[src/rtl/key_expansion.sv]
// AES-128 key schedule generator.
// Expands one cipher key into w[0..43], one word per clock.
module key_expansion #(
   parameter int N  = 128,
   parameter int Nr = 10,
   parameter int Nk = 4
) (
   input  logic                        clk,
   input  logic                        rst_n,
   input  logic                        start,
   input  logic [N-1:0]                key_in,
   output logic [32*Nk*(Nr+1)-1:0]     word,
   output logic                        busy,
   output logic                        done,
   output logic                        word_valid
);

   localparam int NW = Nk * (Nr + 1);

   localparam logic [1:0] IDLE   = 2'd0;
   localparam logic [1:0] EXPAND = 2'd1;
   localparam logic [1:0] DONE   = 2'd2;

   localparam logic [2047:0] SBOX = {
      128'h637c777bf26b6fc53001672bfed7ab76,
      128'hca82c97dfa5947f0add4a2af9ca472c0,
      128'hb7fd9326363ff7cc34a5e5f171d83115,
      128'h04c723c31896059a071280e2eb27b275,
      128'h09832c1a1b6e5aa0523bd6b329e32f84,
      128'h53d100ed20fcb15b6acbbe394a4c58cf,
      128'hd0efaafb434d338545f9027f503c9fa8,
      128'h51a3408f929d38f5bcb6da2110fff3d2,
      128'hcd0c13ec5f974417c4a77e3d645d1973,
      128'h60814fdc222a908846eeb814de5e0bdb,
      128'he0323a0a4906245cc2d3ac629195e479,
      128'he7c8376d8dd54ea96c56f4ea657aae08,
      128'hba78252e1ca6b4c6e8dd741f4bbd8b8a,
      128'h703eb5664803f60e613557b986c11d9e,
      128'he1f8981169d98e949b1e87e9ce5528df,
      128'h8ca1890dbfe6426841992d0fb054bb16
   };

   function automatic logic [7:0] sbox(input logic [7:0] b);
      return SBOX[2047 - 8 * int'(b) -: 8];
   endfunction

   logic [1:0]  state_q, state_d;
   logic [5:0]  i_q, i_d;
   logic        valid_q, valid_d;
   logic [31:0] w_q [NW];

   logic        load;
   logic [5:0]  eidx;
   logic [31:0] prev_w, back_w, rot_w, sub_w, temp_w, new_w;
   logic [7:0]  rcon;

   // A start is taken whenever no expansion is running.
   assign load = start && (state_q == IDLE || state_q == DONE);

   // Round function producing the word at the current index.
   always_comb begin
      eidx = 6'd4;
      if (i_q >= 6'd4 && i_q < 6'd44) eidx = i_q;
      prev_w = w_q[eidx - 6'd1];
      back_w = w_q[eidx - 6'd4];
      rot_w  = {prev_w[23:0], prev_w[31:24]};
      sub_w  = {sbox(rot_w[31:24]), sbox(rot_w[23:16]),
                sbox(rot_w[15:8]),  sbox(rot_w[7:0])};
      case (eidx[5:2])
         4'd1:    rcon = 8'h01;
         4'd2:    rcon = 8'h02;
         4'd3:    rcon = 8'h04;
         4'd4:    rcon = 8'h08;
         4'd5:    rcon = 8'h10;
         4'd6:    rcon = 8'h20;
         4'd7:    rcon = 8'h40;
         4'd8:    rcon = 8'h80;
         4'd9:    rcon = 8'h1b;
         4'd10:   rcon = 8'h36;
         default: rcon = 8'h00;
      endcase
      if (eidx[1:0] == 2'd0) temp_w = sub_w ^ {rcon, 24'h0};
      else                   temp_w = prev_w;
      new_w = back_w ^ temp_w;
   end

   // Sequencing of the IDLE/EXPAND/DONE controller and index.
   always_comb begin
      state_d = state_q;
      i_d     = i_q;
      valid_d = valid_q;
      case (state_q)
         IDLE, DONE: begin
            if (start) begin
               state_d = EXPAND;
               i_d     = 6'd4;
               valid_d = 1'b0;
            end else if (state_q == DONE) begin
               state_d = IDLE;
            end
         end
         EXPAND: begin
            i_d = i_q + 6'd1;
            if (i_q == 6'd43) begin
               state_d = DONE;
               valid_d = 1'b1;
            end
         end
         default: state_d = IDLE;
      endcase
   end

   // Controller state registers.
   always_ff @(posedge clk or negedge rst_n) begin
      if (!rst_n) begin
         state_q <= IDLE;
         i_q     <= 6'd0;
         valid_q <= 1'b0;
      end else begin
         state_q <= state_d;
         i_q     <= i_d;
         valid_q <= valid_d;
      end
   end

   // Schedule storage: key load on start, then one word per cycle.
   always_ff @(posedge clk or negedge rst_n) begin
      if (!rst_n) begin
         for (int j = 0; j < NW; j++) w_q[j] <= 32'h0;
      end else if (load) begin
         for (int j = 0; j < Nk; j++) w_q[j] <= key_in[N-1-32*j -: 32];
      end else if (state_q == EXPAND) begin
         w_q[eidx] <= new_w;
      end
   end

   for (genvar g = 0; g < NW; g++) begin : g_pack
      assign word[32*(NW-g)-1 -: 32] = w_q[g];
   end

   assign busy       = (state_q == EXPAND);
   assign done       = (state_q == DONE);
   assign word_valid = valid_q;

endmodule

[config.mk]
export PLATFORM = sky130hd
export DESIGN_NAME = key_expansion
export DESIGN_NICKNAME = d
export VERILOG_FILES = /design/src/rtl/key_expansion.sv
export SDC_FILE = /design/constraint.sdc
export NUM_CORES = 2
export LEC_CHECK = 0
export BUFFER_PORTS_ARGS = -buffer_cell sky130_fd_sc_hd__buf_2
export CAP_MARGIN = 5
export CORE_AREA = 8 8 595 597
export CTS_CLUSTER_DIAMETER = 60
export CTS_CLUSTER_SIZE = 28
export DETAILED_ROUTE_END_ITERATION = 10
export DIE_AREA = 0 0 603 605
export PLACE_DENSITY = 0.44
export SETUP_SLACK_MARGIN = 0.02
export SYNTH_ARGS = -nofsm -noshare
export SYNTH_HDL_FRONTEND = slang
export SYNTH_SLANG_ARGS = --single-unit
export TNS_END_PERCENT = 100
[constraint.sdc]
create_clock -name clk -period 11.4 [get_ports clk]
set_input_delay 0.57 -clock clk [delete_from_list [all_inputs] [get_ports clk]]
set_output_delay 0.57 -clock clk [all_outputs]
set_load 0.05 [all_outputs]
==> impl_metrics.toml <==
[detailed_routing]
wirelength_um = 754000
viasPerCell = 6.29
via_count = 103000
drcViolationCount = 0
detail_route.iter0.violations = 13900
ant_nets = 0
wl_per_cell_um = 46.2
first_pass_iters = 8

[timing]
final_max_slew_viol_count = 3
timing.fmax_mhz = 88.3
whs_ns = 0.224
worstMarginPinSlew_ns = 1.55
finalSetupViolations = 0
fin_crit_sh = 0.993
timing.slew.headroom = -0.0428
hold_viol = 0
fin_worst_skew_ns = 0.0758
rsz0062_at_grt = "no"
fin_crit_ns = 11.32
setup_tns_ns = 0

[cts]
cts_tree = "done"
cts_resized = 0
clockBufferDepth = 4
cts_made_buffers = 176
clkLatencyLatePin_ns = 0.94
cts_sinks = 1417
h-tree-depth = 4
ctsRootBufferMaster = "clkbuf_16"
path_clk_slew_ns = 0.06

[yosys]
synth_ff_type = "dfrtp_1"
syn_area_um2 = 89400
async_flop_share = 1.00
synth_top_area_frac = 0.397
seq_area_frac_synth = 0.397
ys_seq_elements = 1417
synthCells = 10400
syn-num-nets = 10600
synth_edf_count = 0
synth_area_leaders = "dfrtp_1 40%, nand2_1 8.5%, mux4_2 8.2%, o21ai_0 4.5%, o21ai_1 3.9%"
yosysWarnings = 0
yosysTopAreaCell = "dfrtp_1"
syn_avg_cell_area_um2 = 8.61
ys_types = 114

[hold_path]
min_path_type = "primary input to flop"

[finish]
postLayoutCellArea_um2 = 111000
final_cell_mix = "1978 x nand2_1, 1540 x buf_2, 1415 x dfrtp_1"
multi_input_area_um2 = 50100
mostFrequentLayoutCell = "nand2_1"
layout.nets = 11800
stdcell_count = 16300
seq_area_um2 = 35500
area_delta_synth_final_pct = 23.8
layout-drive-gt1-share = 0.251
fill_cells = 36300

[floorplanning]
core_um2 = 345000
row_count = 216
dieArea_um2 = 365000
initial_core_util = 0.259
io_pins = 1542
die_y_um = 605
die-width_um = 603

[worst_setup_path]
crit_fanout = 28
criticalPathCategory = "flop to flop"
cp.arrival_ns = 12.07
crit_path_end_kind = "flop"
crit_path_start_kind = "flop"
required_ns = 12.14

[place]
placed_cells = 15900
placed_area_um2 = 103000
io_buffer_count = 1541
dp_hpwl_um = 564000
gp_congestion = 1.01

[global_routing]
antenna_found_initial = 49
grt_use_total = 0.394
grt_overflow = 0
grt_pass1_vias = 97400
grt_max_degree = 140
grt_pass1_wl_um = 985000

[job]
maxCapViolations = 1

[outcome]
status = "finished, violations left"
violations = "max-capacitance violations, max-slew violations"
## per-stage QoR
| step | utilization | worst slack, ns |
|---|---|---|
| 6_report | 0.321 | 0.0785 |
| 5_1_grt | 0.321 | 0.107 |
| 4_1_cts | 0.321 | 0.444 |
| 3_5_place_dp | 0.299 | 0.437 |
| 3_3_place_gp | 0.299 | 0.397 |
| 2_1_floorplan | - | 2.28 |
## cell usage after synthesis, drive strengths merged (138+ instances only)
master and count:
a21oi 591, a31oi 138, buf 340, clkbuf 733, dfrtp 1417, mux2i 337, mux4 324, nand2 2029
nand3 217, nor2 643, nor3 325, o21ai 1504, o22ai 294
## registers in the layout, summed over array words and instances, names as in the netlist
name	flops
state_q	2
word	1408
i_q	6
word_valid	1
## layout make-up
type | instances | area share
inverter | 63 | 0.00249
tap | 4578 | 0.0518
sequential | 1417 | 0.321
clock buffer | 194 | 0.0414
timing repair buffer | 2109 | 0.115
multi-input combinational | 7822 | 0.453
antenna | 34 | 0.000769
clock inverter | 129 | 0.0154
## metal layers
layer  vias up  global-route usage  part of all wire
li1      40800                   -                 -
met1     52600               0.462              0.36
met2      7518               0.597              0.43
met3      1875               0.128              0.11
met4        18               0.306              0.10
met5         -                   0           0.00015
## critical path, cell delays in order (launching register included)
cell and delay [ns]:
dfrtp_1 0.88, a21o_1 0.27, a21oi_1 0.21, and2_4 0.30
inv_6 0.49, ha_1 0.47, nand2_1 0.29, xnor2_2 0.41
a21oi_4 1.00, buf_4 0.34, nand2_1 0.07, a211oi_1 0.69
nand4_1 0.26, inv_1 0.59, ha_1 0.80, inv_1 0.46
nand4_1 0.29, a31oi_1 0.15, or4_1 0.57, o211ai_1 0.47
a311oi_1 0.38, buf_4 0.26, xnor2_2 0.94, buf_12 0.28
o21ai_1 0.11
## path summary, 6_finish.rpt
check	start	endpoint	slack [ns]	depth (start not counted)
min reg2reg	word_valid	word_valid	0.49	1
max in group asynchronous	rst_n	i_q[0]	8.19	5
max	i_q[3]	word[642]	0.08	24
min in group asynchronous	rst_n	word[165]	0.31	2
max reg2reg	i_q[3]	word[642]	0.08	24
min	key_in[43]	word[1323]	0.22	3
## cell families (layout without fill, tap and decap cells)
logic type               Yosys count  in the layout  share of synthesized area
AO/OA/AOI/OAI                   3489           3489                      0.241
flip-flops                      1417           1417                      0.397
buffers and inverters           1136           2495                     0.0549
other                              0             34                          0
AND/OR/NAND/NOR                 3484           3484                      0.165
XOR/XNOR                          48             48                    0.00486
multiplexers                     736            736                      0.129
adder cells (fa/ha/maj)           65             65                    0.00910
## timing repair
item | in CTS | in global routing
buffers inserted | 0 | 0
hold endpoints to repair | 256 | 0
hold buffers | 127 | 0
Power is left out: the tool's default activity adds up to more than one toggle a clock period on the data nets, which glitch-free logic cannot reach.
